===== src/rtl/ir_pkg.sv =====
// Frame layout shared by the IR receiver, command scheduler and LED manager.
// Address occupies the upper bits and the command the lower bits of each 12-bit frame.
package ir_pkg;

    localparam int IR_DATA_W   = 12;
    localparam int IR_CMD_LSB  = 0;
    localparam int IR_CMD_W    = 7;
    localparam int IR_ADDR_LSB = 7;
    localparam int IR_ADDR_W   = 5;

    typedef logic [IR_DATA_W-1:0] ir_frame_t;

    function automatic logic [IR_ADDR_W-1:0] ir_addr(input ir_frame_t f);
        return f[IR_ADDR_LSB +: IR_ADDR_W];
    endfunction

    function automatic logic [IR_CMD_W-1:0] ir_cmd(input ir_frame_t f);
        return f[IR_CMD_LSB +: IR_CMD_W];
    endfunction

endpackage


===== src/rtl/cmd_fifo.sv =====
// Synchronous FIFO with an occupancy counter and a registered head word.
// Latency: a push into an empty FIFO shows at head_dat the next cycle.
// Backpressure: a push while full is accepted only with a same-cycle pop; pop while empty is ignored.
module cmd_fifo #(
    parameter int WIDTH = 12,
    parameter int DEPTH = 4
) (
    input  logic                       clk,
    input  logic                       rst,
    input  logic                       push,
    input  logic [WIDTH-1:0]           push_dat,
    input  logic                       pop,
    output logic [WIDTH-1:0]           head_dat,
    output logic                       full,
    output logic                       empty,
    output logic [$clog2(DEPTH):0]     level
);

    localparam int PTR_W = $clog2(DEPTH);
    localparam int LVL_W = PTR_W + 1;

    logic [WIDTH-1:0] mem_q [DEPTH];
    logic [WIDTH-1:0] mem_d [DEPTH];
    logic [PTR_W-1:0] wr_q, wr_d, rd_q, rd_d;
    logic [LVL_W-1:0] count_q, count_d;
    logic [WIDTH-1:0] head_q, head_d;
    logic             push_en, pop_en;

    assign full     = (count_q == LVL_W'(DEPTH));
    assign empty    = (count_q == '0);
    assign level    = count_q;
    assign head_dat = head_q;

    always_comb begin
        pop_en  = pop & ~empty;
        push_en = push & (~full | pop_en);
        mem_d   = mem_q;
        wr_d    = wr_q;
        rd_d    = rd_q;
        count_d = count_q;
        if (push_en) begin
            mem_d[wr_q] = push_dat;
            wr_d        = wr_q + PTR_W'(1);
        end
        if (pop_en) begin
            rd_d = rd_q + PTR_W'(1);
        end
        case ({push_en, pop_en})
            2'b10:   count_d = count_q + LVL_W'(1);
            2'b01:   count_d = count_q - LVL_W'(1);
            default: count_d = count_q;
        endcase
        // The slot being written this cycle may be the next head (empty, or one entry being replaced).
        if (count_d == '0) begin
            head_d = '0;
        end else if (push_en && (wr_q == rd_d)) begin
            head_d = push_dat;
        end else begin
            head_d = mem_q[rd_d];
        end
    end

    always_ff @(posedge clk) begin
        mem_q <= mem_d;
        if (rst) begin
            wr_q    <= '0;
            rd_q    <= '0;
            count_q <= '0;
            head_q  <= '0;
        end else begin
            wr_q    <= wr_d;
            rd_q    <= rd_d;
            count_q <= count_d;
            head_q  <= head_d;
        end
    end

endmodule


===== src/rtl/ir_cmd_scheduler.sv =====
// Classifies IR frames (address filter, key-hold repeat suppression) and queues accepted commands.
// Latency: frame edge in cycle N gives cmd_valid in N+1 when the queue was empty.
// Backpressure: cmd_valid/cmd_ready; frames arriving while the queue is full are counted and dropped.
module ir_cmd_scheduler
    import ir_pkg::*;
#(
    parameter int                   DATA_W         = 12,
    parameter logic [IR_ADDR_W-1:0] ADDR_MATCH     = 5'h01,
    parameter bit                   ADDR_FILTER_EN = 1'b1,
    parameter int                   REPEAT_WINDOW  = 3_000_000,
    parameter int                   FIFO_DEPTH     = 4
) (
    input  logic                          clk,
    input  logic                          rst,
    input  logic [DATA_W-1:0]             rx_data,
    input  logic                          rx_rdy,
    output logic [DATA_W-1:0]             cmd_out,
    output logic                          cmd_valid,
    input  logic                          cmd_ready,
    output logic                          repeat_pulse,
    output logic                          key_held,
    output logic [7:0]                    drop_count,
    output logic [$clog2(FIFO_DEPTH):0]   fifo_level
);

    localparam int TIMER_W = $clog2(REPEAT_WINDOW + 1);

    typedef enum logic {ST_IDLE, ST_HOLD} rpt_state_t;

    rpt_state_t        state_q, state_d;
    logic [TIMER_W-1:0] timer_q, timer_d;
    logic [DATA_W-1:0] last_q, last_d;
    logic              last_vld_q, last_vld_d;
    logic              rpt_q, rpt_d;
    logic [7:0]        drop_q, drop_d;
    logic              rx_rdy_q;
    logic              new_frame, addr_miss, push_req, pop, fifo_full, fifo_empty;

    assign new_frame    = rx_rdy & ~rx_rdy_q;
    assign addr_miss    = ADDR_FILTER_EN && (rx_data[IR_ADDR_LSB +: IR_ADDR_W] != ADDR_MATCH);
    assign cmd_valid    = ~fifo_empty;
    assign pop          = cmd_valid & cmd_ready;
    assign key_held     = (state_q == ST_HOLD);
    assign repeat_pulse = rpt_q;
    assign drop_count   = drop_q;

    always_comb begin
        state_d    = state_q;
        timer_d    = timer_q;
        last_d     = last_q;
        last_vld_d = last_vld_q;
        rpt_d      = 1'b0;
        drop_d     = drop_q;
        push_req   = 1'b0;
        if (state_q == ST_HOLD) begin
            if (timer_q <= TIMER_W'(1)) begin
                state_d = ST_IDLE;
                timer_d = '0;
            end else begin
                timer_d = timer_q - TIMER_W'(1);
            end
        end
        if (new_frame) begin
            if (addr_miss) begin
                drop_d = (drop_q == 8'hFF) ? drop_q : drop_q + 8'd1;
            end else if (last_vld_q && (state_q == ST_HOLD) && (rx_data == last_q)) begin
                rpt_d   = 1'b1;
                state_d = ST_HOLD;
                timer_d = TIMER_W'(REPEAT_WINDOW);
            end else begin
                push_req   = 1'b1;
                last_d     = rx_data;
                last_vld_d = 1'b1;
                state_d    = ST_HOLD;
                timer_d    = TIMER_W'(REPEAT_WINDOW);
                // Overflow still arms the hold window so the remote's repeats stay suppressed.
                if (fifo_full && !pop) begin
                    drop_d = (drop_q == 8'hFF) ? drop_q : drop_q + 8'd1;
                end
            end
        end
    end

    always_ff @(posedge clk) begin
        rx_rdy_q <= rx_rdy;
        if (rst) begin
            state_q    <= ST_IDLE;
            timer_q    <= '0;
            last_q     <= '0;
            last_vld_q <= 1'b0;
            rpt_q      <= 1'b0;
            drop_q     <= '0;
        end else begin
            state_q    <= state_d;
            timer_q    <= timer_d;
            last_q     <= last_d;
            last_vld_q <= last_vld_d;
            rpt_q      <= rpt_d;
            drop_q     <= drop_d;
        end
    end

    cmd_fifo #(
        .WIDTH (DATA_W),
        .DEPTH (FIFO_DEPTH)
    ) u_cmd_fifo (
        .clk      (clk),
        .rst      (rst),
        .push     (push_req),
        .push_dat (rx_data),
        .pop      (pop),
        .head_dat (cmd_out),
        .full     (fifo_full),
        .empty    (fifo_empty),
        .level    (fifo_level)
    );

endmodule


===== config.mk =====
export PLATFORM = sky130hd
export DESIGN_NAME = ir_cmd_scheduler
export DESIGN_NICKNAME = d
export VERILOG_FILES = /design/src/rtl/ir_pkg.sv /design/src/rtl/cmd_fifo.sv /design/src/rtl/ir_cmd_scheduler.sv
export SDC_FILE = /design/constraint.sdc
export NUM_CORES = 1
export LEC_CHECK = 0
export CORE_MARGIN = 2
export CORE_UTILIZATION = 30
export DETAILED_ROUTE_END_ITERATION = 10
export PLACE_DENSITY = 0.44
export SETUP_SLACK_MARGIN = 0.3
export SLEW_MARGIN = 20
export SYNTH_ARGS = -nofsm -noshare
export SYNTH_HDL_FRONTEND = slang
export SYNTH_SLANG_ARGS = --single-unit

===== constraint.sdc =====
create_clock -name clk -period 5.3 [get_ports clk]
set_input_delay 1.325 -clock clk [delete_from_list [all_inputs] [get_ports clk]]
set_output_delay 1.325 -clock clk [all_outputs]
set_load 0.02 [all_outputs]

-- Word-level counts from Yosys, hierarchy flattened
Index checks and enable logic that the tools add are counted.
- register bits after elaboration: 113
- input bits: 16
- eq/ne operators: 8
- reduce and logical (&&, ||, !) cells: 13
- $lt $le $gt $ge: 4
- $add $sub $neg: 6
- bitwise operators: 13
- multiplexer cells: 25
- operators with widths (kind ; number):
    $mux 22 ; 4
    $bwmux 48 ; 1
    $mux 12 ; 4
    $mux 8 ; 4
    $bmux 12 s2 ; 1
    $demux 12 s2 ; 1
    $le 22x1->1 const B ; 1
    $sub 22x1->22 const B ; 1
    $eq 12x12->1 ; 1
    $add 8x1->8 const B ; 1
    $eq 8x8->1 const B ; 1
    $mux 1 ; 8
    $ge 3x3->1 const B ; 2
    $logic_not 3->1 ; 2
    $not 1->1 ; 6
    $not 2->3 ; 2
    $pmux 3 s2 ; 1
    $reduce_and 3->1 ; 2
    $logic_and 1x1->1 ; 5
    $ne 5x1->1 const B ; 1
    $add 2x1->2 const B ; 2
    $and 1x1->1 ; 4
    $add 3x1->3 const B ; 1
    $eq 3x3->1 const B ; 1
    other kinds (12) ; 12

-- Longest topological paths before layout
- depth in word-level cells: 10
- gate-level depth with buffers: 16

-- Hierarchy
From an unflattened synthesis, not the netlist that was laid out.
- cells, all modules: 551
- area, all modules: 5571.6 µm²
- by module, submodules not included (module ; area an instance (µm²) ; sequential area each (µm²) ; times used ; cells an instance):
    cmd_fifo ; 3397.0 ; 1821.7 ; 1 ; 299
    ir_cmd_scheduler ; 2174.6 ; 920.9 ; 1 ; 252

-- Worst setup path after synthesis
No wires, ideal clock.
- kind: in2reg
- from: input port rx_data[3]
- to: register u_cmd_fifo.head_q[10], in the netlist u_cmd_fifo.head_dat[10]
- arrival time: 4.215 ns
- setup time: 0.080 ns
- data required time: 5.220 ns
- slack: 1.005 ns
- cell stages on the path: 16
- path through: xnor2_1 > nand4_1 > or4_1 > clkbuf_1 > nand2_1 > nor2_1 > inv_1 > ha_1 > inv_1 > fa_1 > xor2_1 > or3_1 > a21oi_1 > a21oi_1 > clkbuf_1 > nor3b_1
- cells in the longest elaborated chain, start to end: 10
- RTL lines (what ; line ; source):
    from (decl) ; ir_cmd_scheduler.sv:15 ; input logic [DATA_W-1:0] rx_data,
    $eq 12x12->1 (*) ; ir_cmd_scheduler.sv:66 ; end else if (last_vld_q && (state_q == ST_HOLD) && (rx_data == last_q)) begin
    $logic_and 1x1->1 (*) ; ir_cmd_scheduler.sv:66 ;
    $mux 1 (*) ; ir_cmd_scheduler.sv:66 ;
    $mux 1 (*) ; ir_cmd_scheduler.sv:64 ; if (addr_miss) begin
    $mux 1 (*) ; ir_cmd_scheduler.sv:63 ; if (new_frame) begin
    $and 1x1->1 (*) ; cmd_fifo.sv:36 ; push_en = push & (~full | pop_en);
    $eq 2x1->1 or $eq 2x2->1 (tied branches) ; cmd_fifo.sv:48 ; case ({push_en, pop_en})
    $pmux 3 s2 ; cmd_fifo.sv:48 ;
    $logic_not 3->1 ; cmd_fifo.sv:54 ; if (count_d == '0) begin
    $reduce_or 2->1 (no line) ; - ;
    to (signal assigned) ; cmd_fifo.sv:69 ; head_q <= '0;
    to (signal assigned) ; cmd_fifo.sv:74 ; head_q <= head_d;
    to (decl) ; cmd_fifo.sv:26 ; logic [WIDTH-1:0] head_q, head_d;
Every way passes the cells marked *; elsewhere a longest branch is shown, timed or not.
A chain may end at the register's enable or synchronous reset.

-- Worst setup path in the final report
- from: input port rx_data[9]
- to: register u_cmd_fifo.head_q[11], in the netlist u_cmd_fifo.head_dat[11]
- cells in the longest elaborated chain, start to end: 10
- RTL lines (what ; line):
    $eq 12x12->1 ; ir_cmd_scheduler.sv:66
    $logic_and 1x1->1 ; ir_cmd_scheduler.sv:66
    $mux 1 ; ir_cmd_scheduler.sv:66
    $mux 1 (*) ; ir_cmd_scheduler.sv:64
    $mux 1 (*) ; ir_cmd_scheduler.sv:63
    $and 1x1->1 (*) ; cmd_fifo.sv:36
    $eq 2x1->1 or $eq 2x2->1 (tied branches) ; cmd_fifo.sv:48
    $pmux 3 s2 ; cmd_fifo.sv:48
    $logic_not 3->1 ; cmd_fifo.sv:54
    $reduce_or 2->1 (no line) ; -
Marks and branches as above.

==> flow_metrics.py <==
metrics = {
    "outcome": {
        "status": "completed",
    },
    "grt": {
        "grt_max_degree": 30,
        "grt_antenna_before_repair": 0,
        "grt_pass1_vias": 3248,
        "grt.overflow.total": 0,
        "globalRouteTotalUtil_pct": 13.7,
        "grt_pass1_wl_mm": 17.1,
    },
    "yosys": {
        "async_flop_share_pct": 0,
        "synth_ff_type": "dfxtp_1",
        "syn-num-nets": 444,
        "yosysUniqueCellTypes": 46,
        "netlist.area_leader.share_pct": 30.2,
        "ys_ff_latch": 113,
        "synth_warnings": 0,
        "synth_area_leaders": "edfxtp_1 (30%), dfxtp_1 (27%), xnor2_1 (5.0%)",
        "syn_area_sq_um": 4770,
        "synth_edf_count": 48,
        "ys_seq_area_share_pct": 57.5,
        "synthCells": 419,
        "synth.largest_area_cell": "edfxtp_1",
        "syn_area_per_cell_sq_um": 11.4,
    },
    "timing": {
        "drv_slew": 0,
        "rsz0062_at_grt": "no",
        "max_freq_mhz": 218,
        "fin_crit_ns": 4.58,
        "tns_ns": 0,
        "hold_violations": 0,
        "fin_skew_ns": 0.00786,
        "setup_violations": 0,
        "relSlewSlack_pct": 46.8,
        "fin_crit_sh_pct": 86.4,
        "worst_slew_pin_slew_ns": 0.795,
    },
    "clocking": {
        "htree_levels": 4,
        "cts_resized": 0,
        "post_cts_buffers": 0,
        "clk_path_buf_depth": 2,
        "insertion_delay_ns": 0.41,
        "cts.sinks": 113,
        "cts_buffers": 17,
        "clk_pin_slew_ns": 0.05,
        "cts_tree": "done",
        "cts-root-buf": "clkbuf_16",
        "cts_hold_buf": 0,
    },
    "setup_path": {
        "critPathBufInv": 4,
        "slowest_stage": "clkdlybuf4s50_1",
        "worst_path_largest_cell_delay_ns": 0.63,
        "setup.worst_path.class": "input port to flop",
        "crit_required_ns": 5.62,
        "path_cells": "clkdlybuf4s50_1, xnor2_1, nand3_1, or4_1, nand2_1, nor2_1, inv_1, ha_1, inv_1, fa_1, xor2_1, or3_1, a21oi_1, a21oi_1, buf_4, nor3b_1",
        "end_kind": "flop",
        "worstPathArrival_ns": 4.89,
        "cp_max_fo": 12,
        "worstSetupStartpointType": "input port",
        "crit_family": "simple AND/OR/NAND/NOR gates",
    },
    "placed_design": {
        "io_buffer_count": 41,
        "place_congestion": 0.738,
        "place_hpwl_mm": 6.86,
    },
    "flow_run": {
        "cap_viol_max_count": 0,
    },
    "cells_and_area": {
        "area_growth_pct": 27.5,
        "mostFrequentLayoutCells": "dfxtp_1 (65), edfxtp_1 (48), nor2_1 (42)",
        "final_net_count": 499,
        "antenna_cells": 0,
        "fin_util_pct": 38.7,
        "final_common_cell": "dfxtp_1",
        "drive_gt1_share_pct": 12.3,
    },
    "detailed_routing": {
        "via_count": 3216,
        "wl_mm": 10.6,
        "drt-wirelength-per-cell_um": 15.1,
        "viasPerCell": 4.57,
        "drt_iter0_drc": 175,
        "firstDrtPassIters": 4,
        "drc_errors": 0,
        "ant_nets": 0,
    },
    "power": {
        "peakVddDrop_mv": 0.197,
        "p_per_area_nw_per_um2": 344,
        "p_leak_nw": 2.12,
    },
    "hold_path": {
        "hp-class": "flop to flop",
    },
    "floorplanning": {
        "pin_count": 42,
        "core_area_sq_um": 15700,
        "dieWidth_um": 130,
        "initial_core_util_pct": 30.3,
        "dieArea_sq_um": 16900,
        "die_h_um": 130,
        "rows": 46,
    },
}
stage by stage:
step	instance area (sq um)	total power (W)	worst slack [ns]	hold slack (ns)	std cells
after floorplan	4770	0.000966	1.00	0.436	419
after global placement	5470	0.00100	0.389	0.455	670
after detailed placement	5470	0.00100	0.322	0.461	670
after CTS	6050	0.00212	0.709	0.468	702
after global routing	6080	0.00218	0.365	0.491	703
final	6080	0.00209	0.723	0.465	703
metal layers:
metal  global-route usage (%)  share of wire [%]
met4                     5.00                1.6
met1                     16.0                 45
met5                        0                  0
met3                     5.37                4.4
met2                     22.8                 49
power breakdown:
part	switching, W	internal [W]
Combinational	0.0000390	0.0000316
Clock	0.000402	0.000704
Sequential	0.00000359	0.000911
kinds of logic (layout without fill, tap and decap cells):
logic type	Yosys count	count (layout)	share of synthesized area [%]
and+or+nand+nor	150	150	16.5
DFF	113	113	57.5
AOI/OAI and AO/OA	62	62	8.27
xor gates and xnor gates	40	40	7.66
buffers and inverters	26	94	2.39
muxes	19	19	5.14
adders and majority gates	9	9	2.52
path summary, 6_finish.rpt:
| path | startpoint | to | slack, ns | cells past startpoint |
|---|---|---|---|---|
| setup / recovery | rx_data[9] | u_cmd_fifo.head_dat[11]$_SDFF_PP0_ | 0.72 | 16 |
| hold / removal | last_q[3]$_SDFFE_PP0P_ | last_q[3]$_SDFFE_PP0P_ | 0.47 | 2 |
| setup reg to reg | last_q[10]$_SDFFE_PP0P_ | u_cmd_fifo.head_dat[11]$_SDFF_PP0_ | 1.88 | 15 |
| hold reg to reg | last_q[3]$_SDFFE_PP0P_ | last_q[3]$_SDFFE_PP0P_ | 0.47 | 2 |
synthesized netlist by cell type (all sizes together), types with 2 or more instances:
cell type and number:
nor3 10, or3 6, nand3b 3, or4 2, mux2i 11, inv 9
nand3 14, a211oi 7, xnor2 28, ha 8, a211o 7, nand4 4
nor2b 12, nor4 6, dfxtp 65, and2 9, clkbuf 11, buf 6
o21ai 16, edfxtp 48, nor3b 6, a21oi 27, mux4 4, mux2 4
nor2 42, nand2b 3, nor4bb 2, nand2 26, nor4b 2, xor2 12
tightest hold or removal path: cells and delay by family (launching register included):
family | cells | cell delay, ns
compound gates | 1 | 0.05
flops | 1 | 0.31
simple gates | 1 | 0.05
sequential cells by signal (all words and copies together) (netlist names):
name and count:
u_cmd_fifo.mem_q 48, timer_q 22, last_q 12, u_cmd_fifo.head_dat 12, drop_count 8, u_cmd_fifo.level 3, u_cmd_fifo.rd_q 2, u_cmd_fifo.wr_q 2
key_held 1, last_vld_q 1, repeat_pulse 1, rx_rdy_q 1
cell type report:
type | count | area, sq um
fill | 1535 | 9640
tap | 216 | 270
timing repair buffer | 53 | 520
multi-input combinational | 280 | 1930
sequential | 113 | 2740
clock buffer | 19 | 443
inverter | 9 | 33.8
clock inverter | 13 | 138
Note: power is estimated with default switching activity, not from simulation.
==> edit (same flow settings) <==
Set the parameter `FIFO_DEPTH` to 2 (it was 4).
--- a/src/rtl/ir_cmd_scheduler.sv
+++ b/src/rtl/ir_cmd_scheduler.sv
@@ -8,7 +8,7 @@
     parameter logic [IR_ADDR_W-1:0] ADDR_MATCH     = 5'h01,
     parameter bit                   ADDR_FILTER_EN = 1'b1,
     parameter int                   REPEAT_WINDOW  = 3_000_000,
-    parameter int                   FIFO_DEPTH     = 4
+    parameter int                   FIFO_DEPTH     = 2
 ) (
     input  logic                          clk,
     input  logic                          rst,
Ports: changed (resized fifo_level); port bits go from 42 to 41. The function was not compared with the original's and may differ.
==> edit against the unedited design <==
  * Sequential cell count fell by 27
  * Combinational power decreased by 8.8%
  * Cell area down 25%
  * Setup slack better by 280 ps
  * Area after synthesis down 23%
  * Non-clock buffer count fell by 8
  * Clock power down 40%
  * Power decreased by 32%
  * Wire length fell by 21%
  * Critical path type unchanged
  * Critical endpoint is now u_cmd_fifo.head_dat[0]
  * Largest power group is now registers
==> edit: results (changes against the unedited design) <==
outcome:
  status: "finished clean"  # unchanged
critical_path:
  cp_slowest_cell: "or2_2"  # was clkdlybuf4s50_1
  crit_path_max_incr_delay_ps: 500  # was 630 ps
  critPathLaunch: "rx_data[8]"  # was rx_data[9]
  critPathMaxFanout: 22  # was 12
  reg2reg_from: "last_q[10]"  # unchanged
  arrival_ps: 4570  # was 4890 ps
global_routing:
  grt_max_degree: 36  # was 30
  antenna_found_initial: 0  # unchanged
  grt_use_total_pct: 13.5  # was 13.7%
  grt_pass1_vias: 2613  # was 3248
  grt_pass1_wl_um: 13700  # was 17100 µm
clock_network:
  clock_path_buffers: 2  # unchanged
  cts_buffers: 9  # was 17
  clk_pin_slew_ps: 60
  cts_root_buffer: "clkbuf_16"  # unchanged
  cts_setup_buffers: 0  # unchanged
  cts-htree-levels: 3  # was 4
  clk_latency_ps: 340  # was 410 ps
  post_cts_resized: 0  # unchanged
worst_hold_path:
  hp-class: "flop to flop"  # unchanged
  hp-start: "last_vld_q"  # was last_q[3]
placement:
  io_buffers: 40  # was 41
  dpl.hpwl_um: 5640  # was 6860 µm
  place_congestion: 0.760  # was 0.738
  placed_cell_area_um2: 4250  # was 5470 µm²
  dp_slack_ps: 577  # was 322 ps
sta:
  tightest_slew_ps: 943  # was 795 ps
  finClkSkew_ps: 7.85  # was 7.86 ps
detailed_routing:
  wl_um: 8380  # was 10600 µm
  antenna_left: 0  # unchanged
  drtPass1Iterations: 5  # was 4
  vias: 2753  # was 3216
  drtIter0Drc: 146  # was 175
final_layout:
  reg_top3: "u_cmd_fifo.mem_q: 24 flops, timer_q: 22 flops"  # was u_cmd_fifo.mem_q: 48 flops, timer_q: 22 flops
  antennaDiodeCount: 0  # unchanged
  nets: 420  # was 499
  drive_gt1_share_pct: 10.6  # was 12.3%
pwr:
  ir_drop_v: 0.000239  # was 0.000197 V
  p_leak_uw: 0.00162  # was 0.00212 µW
synthesis:
  synth_area_leaders: "dfxtp_1, edfxtp_1, xor2_1"  # was edfxtp_1, dfxtp_1, xnor2_1
  seq_area_frac_synth_pct: 53.3  # was 57.5%
  ys_top_cells_by_count: "dfxtp_1, nand2_1, nor2_1"  # was dfxtp_1, edfxtp_1, nor2_1
  async_flop_share_pct: 0  # unchanged
  yosysWarnings: 0  # unchanged
  synth_edf_count: 24  # was 48
  synthesis.nets: 379  # was 444
  ys_types: 43  # was 46
edit: changes by cell type after synthesis, moves of 8 or more:
cell / unedited run / this run
xnor2_1: 27 / 9
nor2b_1: 12 / 1
edfxtp_1: 48 / 24
nor2_1: 42 / 26
o31ai_1: 0 / 8
edit: through the flow:
step,power (µW),cells,util [%]
global route,1480,552,38.0
global placement,762,536,35.4
floorplan,729,359,-
finish,1420,552,38.0
detailed placement,763,536,35.4
CTS,1440,552,38.0
edit: critical path: cells and delay by family:
| family | cells | cell delay (ps) |
|---|---|---|
| buffers and inverters | 2 | 690 |
| AOI/OAI and AO/OA | 1 | 170 |
| and+or+nand+nor | 7 | 1930 |
| muxes | 1 | 120 |
| adders and majority gates | 1 | 330 |
edit: path summary, 6_finish.rpt:
kind                            end  slack (ps)  cells past startpoint
max          u_cmd_fifo.head_dat[0]        1000                     12
min reg2reg              last_vld_q         480                      1
max reg2reg  u_cmd_fifo.head_dat[0]        2350                     11
min                      last_vld_q         480                      1
edit: where the power goes:
part	switching, µW	leakage [µW]	total [µW]	internal [µW]
Sequential	3.58	0.000716	682	679
Combinational	37.1	0.000751	64.5	27.4
Clock	256	0.000154	669	413
edit: layout make-up:
type / instances / area (µm²)
Inverter: 6 / 22.5
Tap cell: 147 / 184
Timing Repair Buffer: 45 / 438
Clock buffer: 10 / 229
Fill cell: 1204 / 7440
Multi-Input combinational cell: 252 / 1650
Sequential cell: 86 / 1960
Clock inverter: 6 / 86.3
edit: cell families after synthesis:
| logic type | after synthesis | synth area share [%] |
|---|---|---|
| AOI/OAI and AO/OA | 64 | 10.6 |
| xor gates and xnor gates | 27 | 6.42 |
| adders and majority gates | 4 | 1.36 |
| buffers and inverters | 21 | 2.21 |
| DFF | 86 | 53.3 |
| muxes | 20 | 5.74 |
| and+or+nand+nor | 137 | 20.4 |
edit: per-layer routing:
metal  GRT usage [%]  wire length, µm  vias to the layer above
li1                -                -                     1402
met1            16.9             3880                     1304
met2            22.4             4080                       40
met3            4.59              336                        7
met4            3.13               81                        0
met5               0                0                        -
